<file path="src/rtl/riscv_wb_pkg.sv">
`default_nettype none
// ============================================================================
// Module      : riscv_wb_pkg
// Description : Shared writeback-path constants and types: source encoding
//               and the request record used by upstream writeback sources.
// Revision    : 1.0 - initial release
// ============================================================================
package riscv_wb_pkg;

  localparam int XLEN       = 64;
  localparam int REG_ADDR_W = 5;
  localparam int NUM_WB_SRC = 3;

  // Writeback source index; doubles as the arbiter requester index.
  typedef enum logic [1:0] {
    WB_ALU    = 2'd0,
    WB_LSU    = 2'd1,
    WB_MULDIV = 2'd2
  } wb_src_e;

  // One writeback request as produced by an execution unit.
  typedef struct packed {
    logic                  valid;
    logic [REG_ADDR_W-1:0] addr;
    logic [XLEN-1:0]       data;
  } wb_req_t;

endpackage
`default_nettype wire

</file>
<file path="src/rtl/rr_arbiter.sv">
`default_nettype none
// ============================================================================
// Module      : rr_arbiter
// Description : Generic round-robin arbiter. Searches from the pointer
//               upward with wrap, grants the first active request (one-hot
//               plus index) and moves the pointer past the winner.
// Revision    : 1.0 - initial release
// ============================================================================
module rr_arbiter
  import riscv_wb_pkg::*;
#(
  parameter int NUM_REQ = NUM_WB_SRC,
  localparam int IDX_W  = (NUM_REQ > 1) ? $clog2(NUM_REQ) : 1
) (
  input  logic               clk,
  input  logic               rst,
  input  logic [NUM_REQ-1:0] i_req,
  input  logic               i_advance,
  output logic [NUM_REQ-1:0] o_grant,
  output logic [IDX_W-1:0]   o_grant_idx
);

  localparam logic [IDX_W:0]   c_NUM  = (IDX_W+1)'(NUM_REQ);
  localparam logic [IDX_W-1:0] c_LAST = IDX_W'(NUM_REQ - 1);

  logic [IDX_W-1:0] r_ptr;
  logic [IDX_W:0]   w_sum;
  logic [IDX_W-1:0] w_pos;
  logic             w_found;

  // Priority search starting at the pointer; the modulo is an explicit
  // subtract so non-power-of-two requester counts wrap correctly.
  always_comb begin
    o_grant     = '0;
    o_grant_idx = '0;
    w_found     = 1'b0;
    w_sum       = '0;
    w_pos       = '0;
    for (int k = 0; k < NUM_REQ; k++) begin
      w_sum = {1'b0, r_ptr} + (IDX_W+1)'(k);
      if (w_sum >= c_NUM) begin
        w_sum = w_sum - c_NUM;
      end
      w_pos = w_sum[IDX_W-1:0];
      if (!w_found && i_req[w_pos]) begin
        w_found      = 1'b1;
        o_grant[w_pos] = 1'b1;
        o_grant_idx  = w_pos;
      end
    end
  end

  // Pointer moves to the requester after the winner; held when idle.
  always_ff @(posedge clk or posedge rst) begin
    if (rst) begin
      r_ptr <= '0;
    end else if (i_advance && w_found) begin
      r_ptr <= (o_grant_idx == c_LAST) ? '0 : o_grant_idx + IDX_W'(1);
    end
  end

endmodule
`default_nettype wire

</file>
<file path="src/rtl/regfile_wb_arbiter.sv">
`default_nettype none
// ============================================================================
// Module      : regfile_wb_arbiter
// Description : Shares the register-file write port between the writeback
//               sources (ALU, LSU, MUL/DIV). Round-robin grant with a
//               valid/ready handshake; the winning write is registered and
//               presented to the register file one cycle later, where it
//               also serves as a bypass source.
// Revision    : 1.0 - initial release
// ============================================================================
module regfile_wb_arbiter
  import riscv_wb_pkg::*;
#(
  parameter int NUM_REQ = riscv_wb_pkg::NUM_WB_SRC,
  parameter int XLEN    = riscv_wb_pkg::XLEN,
  parameter int ADDR_W  = riscv_wb_pkg::REG_ADDR_W,
  localparam int IDX_W  = (NUM_REQ > 1) ? $clog2(NUM_REQ) : 1,
  localparam int CNT_W  = $clog2(NUM_REQ + 1)
) (
  input  logic                      clk,
  input  logic                      reset_sync,
  input  logic [NUM_REQ-1:0]        req_valid_i,
  input  logic [NUM_REQ*ADDR_W-1:0] req_rd_addr_i,
  input  logic [NUM_REQ*XLEN-1:0]   req_rd_data_i,
  output logic [NUM_REQ-1:0]        req_ready_o,
  output logic                      wr_en_o,
  output logic [ADDR_W-1:0]         rd_addr_o,
  output logic [XLEN-1:0]           rd_data_o,
  output logic                      conflict_o
);

  logic [NUM_REQ-1:0] w_req;
  logic [NUM_REQ-1:0] w_grant;
  logic [IDX_W-1:0]   w_grant_idx;
  logic               w_any_grant;
  logic [ADDR_W-1:0]  w_sel_addr;
  logic [XLEN-1:0]    w_sel_data;
  logic [CNT_W-1:0]   w_valid_cnt;

  logic               r_wr_en;
  logic [ADDR_W-1:0]  r_addr;
  logic [XLEN-1:0]    r_data;
  logic               r_conflict;

  // Requests are masked during reset so no requester sees ready.
  assign w_req = req_valid_i & {NUM_REQ{~reset_sync}};

  rr_arbiter #(
    .NUM_REQ (NUM_REQ)
  ) u_rr_arbiter (
    .clk         (clk),
    .rst         (reset_sync),
    .i_req       (w_req),
    .i_advance   (~reset_sync),
    .o_grant     (w_grant),
    .o_grant_idx (w_grant_idx)
  );

  assign w_any_grant = |w_grant;
  assign req_ready_o = w_grant;

  // Select the grantee's address and data slices.
  always_comb begin
    w_sel_addr = req_rd_addr_i[int'(w_grant_idx)*ADDR_W +: ADDR_W];
    w_sel_data = req_rd_data_i[int'(w_grant_idx)*XLEN +: XLEN];
  end

  // Count active requesters for the contention flag.
  always_comb begin
    w_valid_cnt = '0;
    for (int i = 0; i < NUM_REQ; i++) begin
      w_valid_cnt = w_valid_cnt + CNT_W'(req_valid_i[i]);
    end
  end

  // Output stage: register the granted write; writes to x0 complete the
  // handshake but never assert the write enable. Address/data hold when idle
  // so the last write stays visible for forwarding comparisons.
  always_ff @(posedge clk or posedge reset_sync) begin
    if (reset_sync) begin
      r_wr_en    <= 1'b0;
      r_addr     <= '0;
      r_data     <= '0;
      r_conflict <= 1'b0;
    end else begin
      r_conflict <= (w_valid_cnt > CNT_W'(1));
      if (w_any_grant) begin
        r_wr_en <= (w_sel_addr != '0);
        r_addr  <= w_sel_addr;
        r_data  <= w_sel_data;
      end else begin
        r_wr_en <= 1'b0;
      end
    end
  end

  assign wr_en_o    = r_wr_en;
  assign rd_addr_o  = r_addr;
  assign rd_data_o  = r_data;
  assign conflict_o = r_conflict;

endmodule
`default_nettype wire

</file>
<file path="config.mk">
export PLATFORM = sky130hd
export DESIGN_NAME = regfile_wb_arbiter
export DESIGN_NICKNAME = d
export VERILOG_FILES = /design/src/rtl/riscv_wb_pkg.sv /design/src/rtl/rr_arbiter.sv /design/src/rtl/regfile_wb_arbiter.sv
export SDC_FILE = /design/constraint.sdc
export NUM_CORES = 1
export LEC_CHECK = 0
export CORE_MARGIN = 1
export CORE_UTILIZATION = 35
export CTS_BUF_LIST = sky130_fd_sc_hd__clkbuf_8
export DETAILED_ROUTE_END_ITERATION = 7
export HOLD_SLACK_MARGIN = 0.03
export PLACE_DENSITY = 0.87
export SETUP_SLACK_MARGIN = 0.2
export SYNTH_ARGS = -nofsm -noshare
export SYNTH_HDL_FRONTEND = slang
export SYNTH_SLANG_ARGS = --single-unit
</file>
<file path="constraint.sdc">
create_clock -name clk -period 2.8 [get_ports clk]
set_input_delay 0.28 -clock clk [delete_from_list [all_inputs] [get_ports clk]]
set_output_delay 0.28 -clock clk [all_outputs]
set_load 0.01 [all_outputs]
</file>
Yosys cells after proc, flatten, opt, wreduce, memory -nomap -nowiden
Cells that the tools add are included.
{ "totals": {"wordCells": 67, "out_inout_bits": 74, "ff_bits": 73} }
{ "op_classes": {"n_eq_ne": 1, "mux": 26, "n_lt_le_gt_ge": 10, "bitwise": 4, "shift": 2, "mul": 1, "n_reduce_logical": 10, "addsub": 8} }
{ "op_table": {"columns": ["op", "count"], "rows": [
  ["indexed part select 192 x 9 -> 64 bit", 1],
  ["indexed part select 15 x 6 -> 5 bit", 1],
  ["two-way mux 2 bit", 7],
  ["two-way mux 1 bit", 10],
  ["< comparator 2 x 3 -> 1 bit, second input constant", 3],
  ["two-way mux 3 bit", 3],
  ["binary-select mux 1 bit (select 2 bit)", 3],
  ["demux 1 bit (select 2 bit)", 3],
  ["greater-or-equal comparator 2 x 1 -> 1 bit, second input constant", 3],
  ["greater-or-equal comparator 3 x 2 -> 1 bit, second input constant", 2],
  ["logical AND 1 bit", 6],
  ["OR 3 bit", 2],
  ["subtractor 2 bit, second input constant", 3],
  ["multiplier 2 x 3 -> 5 bit, second input constant", 1],
  ["nonzero test 5 bit", 1],
  ["adder 2 x 1 -> 3 bit, second input constant", 1],
  ["adder 2 x 2 -> 3 bit, second input constant", 1],
  ["bitwise AND 3 bit", 1],
  ["OR reduction 3 bit", 1],
  ["adder 1 x 1 -> 2 bit", 1],
  ["adder 2 x 1 -> 2 bit", 1],
  ["adder 2 x 1 -> 2 bit, second input constant", 1],
  ["== test 2 bit, second input constant", 1],
  ["greater-or-equal comparator 2 bit, second input constant", 1],
  ["3 further kinds", 4]
]} }

Logic depth before layout (Yosys ltp)
{ "depth": {"depth_word": 15, "depth_mapped": 12, "mapped_depth_nobuf": 9} }

Modules after synthesis
A second synthesis with hierarchy kept.
{ "hier_totals": {"cells_unflattened": 520, "area_unflattened_um2": 4505.6} }
{ "by_module_without_submodules": {"columns": ["mod", "seq_area_each_um2", "cells_each", "area_per_inst_um2", "instances"], "rows": [
  ["regfile_wb_arbiter", 1776.7, 462, 4046.4, 1],
  ["rr_arbiter", 50.0, 58, 459.2, 1]
]} }

Least setup slack after synthesis
OpenSTA, ideal clock, no wires.
{ "synth_timing": {"kind": "input to register", "start": "input port reset_sync", "end": "register r_data[37] (netlist: rd_data_o[37])", "stages": 9, "path_buffers": 3, "setup_time_ps": 125, "t_required_ps": 2675, "arrival_time_ps": 3415, "path_slack_ps": -740, "cell_sequence": "inv_1 -> nand2_1 -> nor4_1 -> a22o_1 -> buf_4 -> buf_4 -> buf_4 -> o21ai_0 -> mux2_4"} }
{ "synth_via": {"elab_chain_len": 12} }
{ "synth_rtl": {"columns": ["element", "line_no", "source"], "rows": [
  ["start, declared", "regfile_wb_arbiter.sv:21", "input logic reset_sync,"],
  ["inverter 1 bit (*)", "regfile_wb_arbiter.sv:46", "assign w_req = req_valid_i & {NUM_REQ{~reset_sync}};"],
  ["bitwise AND 3 bit (*)", "regfile_wb_arbiter.sv:46", null],
  ["binary-select mux 1 bit (select 2 bit)", "rr_arbiter.sv:45", "if (!w_found && i_req[w_pos]) begin"],
  ["two-way mux 1 bit (not written as such)", "rr_arbiter.sv:45", null],
  ["two-way mux 1 bit", "rr_arbiter.sv:45", null],
  ["logical NOT 1 bit", "rr_arbiter.sv:45", null],
  ["logical AND 1 bit", "rr_arbiter.sv:45", null],
  ["two-way mux 1 bit", "rr_arbiter.sv:45", null],
  ["logical NOT 1 bit", "rr_arbiter.sv:45", null],
  ["logical AND 1 bit", "rr_arbiter.sv:45", null],
  ["two-way mux 2 bit or two-way mux 3 bit (tied branches)", "rr_arbiter.sv:45", null],
  ["indexed part select 192 x 9 -> 64 bit or OR reduction 3 bit (tied branches)", "regfile_wb_arbiter.sv:65, regfile_wb_arbiter.sv:59", null],
  ["end signal, assigned", "regfile_wb_arbiter.sv:90", "r_data <= w_sel_data;"],
  ["end, declared", "regfile_wb_arbiter.sv:42", "logic [XLEN-1:0] r_data;"]
]} }
Mark *: on every way between the ends. The rest lies on a longest branch, timed or not. The select of a mux whose other input is x is not followed.
A chain may end at the register's enable or synchronous reset.

Worst setup path in the final report
{ "layout_timing": {"start": "register u_rr_arbiter.r_ptr[1]", "end": "register r_addr[0] (netlist: rd_addr_o[0])"} }
{ "layout_via": {"elab_chain_len": 13} }
{ "layout_rtl": {"columns": ["element", "line_no", "source"], "rows": [
  ["start, declared", "rr_arbiter.sv:26", "logic [IDX_W-1:0] r_ptr;"],
  ["start signal, assigned", "rr_arbiter.sv:58", "r_ptr <= (o_grant_idx == c_LAST) ? '0 : o_grant_idx + IDX_W'(1);"],
  ["parallel branches: the longest is 13 deep, another holds multiplier 2 x 3 -> 5 bit", null, null],
  ["end signal, assigned", "regfile_wb_arbiter.sv:89", "r_addr <= w_sel_addr;"],
  ["end, declared", "regfile_wb_arbiter.sv:41", "logic [ADDR_W-1:0] r_addr;"]
]} }
Parallel ways; which one is timed is not known. The select of a mux whose other input is x is not followed.

==> impl_metrics.json <==
{
  "async_flop_share_pct": 100,
  "clk_latency_ns": 0.36,
  "crit_arrival_ns": 3.00,
  "placed_cells": 884,
  "clock_skew_ns": 0.00521,
  "required_ns": 3.04,
  "layout.area.seq_mm2": 0.00183,
  "path_buf_inv": 5,
  "r2r-start": "u_rr_arbiter.r_ptr[1]$_DFFE_PP0P_",
  "initial_core_util_pct": 36.5,
  "synthCells": 437,
  "hp-class": "input port to asynchronous set/reset pin",
  "via_per_inst": 5.12,
  "ys_ff_latch": 73,
  "cp.depth": 12,
  "dp_hpwl_um": 11700,
  "fin_cells": 934,
  "fillCellCount": 899,
  "crit_start": "u_rr_arbiter.r_ptr[1]$_DFFE_PP0P_",
  "p_per_area_mw_per_mm2": 1150,
  "synth_nets": 654,
  "rsz0062_at_grt": "true",
  "switchingPower_w": 0.00362,
  "setup.worst_path.class": "flop to flop",
  "grt_pass1_vias": 5099,
  "first_pass_iters": 5,
  "maxCapViolations": 0,
  "drc": 0,
  "start_kind": "flop",
  "peakVddDrop_mv": 0.528,
  "r2r_slack_ns": 0.04,
  "power_frac_comb_pct": 72.9,
  "chipWidth_um": 118,
  "synth_warnings": 0,
  "die_y_um": 118,
  "worst_path_max_delay_cell": "dfrtp_1",
  "numCtsBuffers": 9,
  "worstSetupEndpoint": "rd_addr_o[0]$_DFFE_PP0P_",
  "clk_pin_slew_ns": 0.07,
  "path_delay_family": "buffers and inverters",
  "final_common_cell": "clkdlybuf4s50_1",
  "cts_tree": "yes",
  "cp-end-kind": "flop",
  "ant_nets": 0,
  "synth_area_mm2": 0.00468,
  "path_cells": "buf_4, inv_1, ha_4, and3_1, o21a_4, mux2i_2, a21oi_2, nor3_4, buf_6, buf_12, clkbuf_16, mux2_4",
  "post-route-min-period_ns": 2.76,
  "antenna_found_initial": 0,
  "tns_ns": 0,
  "timing.rr.end": "rd_addr_o[0]$_DFFE_PP0P_",
  "grt_pass1_wl_um": 26400,
  "htreeDepth": 3,
  "clock_tree.root_cell": "clkbuf_8",
  "portBuffers": 285,
  "numClockSinks": 73,
  "fin_total_pwr_w": 0.0102,
  "power.share.sequential_pct": 19.3,
  "yosysUniqueCellTypes": 37,
  "finalSetupViolations": 0,
  "num_vias": 4781,
  "hold_ws_ns": 0.415,
  "dieArea_mm2": 0.0138,
  "drt-wirelength-per-cell_um": 19.3,
  "ios": 286,
  "synth-main-ff-cell": "dfrtp_1",
  "cpPeakStageDelay_ns": 0.42,
  "grt_max_degree": 70,
  "routed_wl_um": 18000,
  "gr-total-overflow": 0,
  "switching_share_pct": 35.5,
  "rows": 41,
  "syn_area_per_cell_um2": 10.7,
  "gp_congestion": 0.905,
  "relSlewSlack_pct": 38.9,
  "p_leak_nw": 4.10,
  "tightest_slew_ns": 0.917,
  "clkPwrFrac_pct": 7.8,
  "syn_to_final_growth_pct": 89.9,
  "drt_iter0_drc": 198,
  "fp.coreArea_mm2": 0.0128,
  "hold_viol": 0,
  "synth_edf_count": 0,
  "layout_common_cells": "282 x clkdlybuf4s50_1, 73 x dfrtp_1, 70 x nand2_1",
  "slew_violations": 0,
  "p_int_w": 0.00659,
  "drive_gt1_share_pct": 22.6,
  "final.setup.worst_slack_ns": 0.0429,
  "diodes": 0,
  "clock_path_buffers": 2,
  "synth_seq_area_share_pct": 39.1,
  "fin_crit_sh_pct": 98.5,
  "multi_input_area_mm2": 0.00291,
  "track_usage_pct": 24.5,
  "r2r_cells": 12,
  "ctsHoldBuffers": 0,
  "crit_fanout": 7,
  "nNetsFinal": 975,
  "fmax_mhz": 363,
  "status": "complete, no violations",
  "dp_slack_ns": -0.107
}
==> synth_stat cells, types with 2 or more instances <==
cell type  count  share of area, %
mux2i_1       75                16
dfrtp_1       73                39
nand2_1       70               5.6
o21ai_0       70               7.5
mux2_2        42                10
mux2_4        27               8.7
buf_4          9               1.4
buf_6          8               1.9
clkbuf_1       8              0.64
inv_1          8              0.64
nor2_1         8              0.64
ha_1           5               1.3
a21oi_1        3              0.32
clkbuf_2       3              0.32
a21o_2         2              0.37
a22o_1         2              0.37
clkbuf_8       2              0.59
mux2_1         2              0.48
nor4_1         2              0.27
==> through the flow <==
stage | utilization, % | instance area (µm²)
6_report | 69.2 | 8880
3_3_place_gp | 61.1 | 7830
4_1_cts | 65.3 | 8380
2_1_floorplan | - | 4710
5_1_grt | 69.2 | 8880
3_5_place_dp | 61.1 | 7830
==> power by group through the flow <==
stage | Clock [W] | Sequential, W | Combinational [W]
after CTS | 0.000818 | 0.00195 | 0.00644
after floorplan | 0 | 0.00216 | 0.00305
final | 0.000801 | 0.00197 | 0.00744
after detailed placement | 0 | 0.00195 | 0.00533
after global placement | 0 | 0.00193 | 0.00514
after global routing | 0.000864 | 0.00202 | 0.00780
==> worst reg2reg max path: cells and delay by family (launching register included) <==
family	cells	cell delay [ns]
adder cells (fa/ha/maj)	1	0.21
multiplexers	2	0.54
flip-flops	1	0.42
AND/OR/NAND/NOR	2	0.44
buffers and inverters	5	0.74
AO/OA/AOI/OAI	2	0.29
==> area by class of cell <==
class	count	area share, %
clock buffers	9	1.39
multi-input cells	324	32.8
clock inverters	6	0.592
inverters	9	0.423
repair buffers	341	41.8
well taps	172	2.42
flip-flops and latches	73	20.6
==> worst min path at each step <==
| stage | from | end | slack [ns] | depth (start not counted) |
|---|---|---|---|---|
| 2_1_floorplan | req_valid_i[1] | conflict_o$_DFF_PP0_ | 0.40 | 1 |
| 3_3_place_gp | rd_data_o[26]$_DFFE_PP0P_ | rd_data_o[26]$_DFFE_PP0P_ | 0.49 | 1 |
| 4_1_cts | reset_sync | wr_en_o$_DFF_PP0_ | 0.33 | 2 |
| 6_report | reset_sync | wr_en_o$_DFF_PP0_ | 0.41 | 2 |
| 5_1_grt | reset_sync | wr_en_o$_DFF_PP0_ | 0.41 | 2 |
| 3_5_place_dp | rd_data_o[4]$_DFFE_PP0P_ | rd_data_o[4]$_DFFE_PP0P_ | 0.49 | 1 |
==> registers in the layout, indices dropped and copies added, names as in the netlist <==
| name | count |
|---|---|
| wr_en_o | 1 |
| rd_data_o | 64 |
| rd_addr_o | 5 |
| conflict_o | 1 |
| u_rr_arbiter.r_ptr | 2 |
==> metal layers <==
| metal | vias up | global-route usage [%] | wire length (µm) |
|---|---|---|---|
| met5 | - | 0 | 0 |
| met4 | 0 | 12.9 | 634 |
| met3 | 44 | 6.88 | 1410 |
| met2 | 248 | 45.1 | 9260 |
| met1 | 2294 | 25.0 | 6690 |
| li1 | 2195 | - | - |
==> logic make-up (layout without fill, tap and decap cells) <==
group	after synthesis	after routing	share of synthesized area, %
compound gates	87	87	10.8
buf+inv	40	365	5.75
fa+ha+maj	5	5	1.34
mux	146	146	35.3
simple gates	86	86	7.73
flops	73	73	39.1
==> repair_timing <==
| action | CTS | global route |
|---|---|---|
| pin swaps | 7 | 9 |
| gates resized for setup | 33 | 67 |
| setup endpoints to repair | 73 | 75 |
| setup buffers | 7 | 16 |
| cloned | 7 | 5 |
No activity file was read; power rests on OpenSTA's default activity.
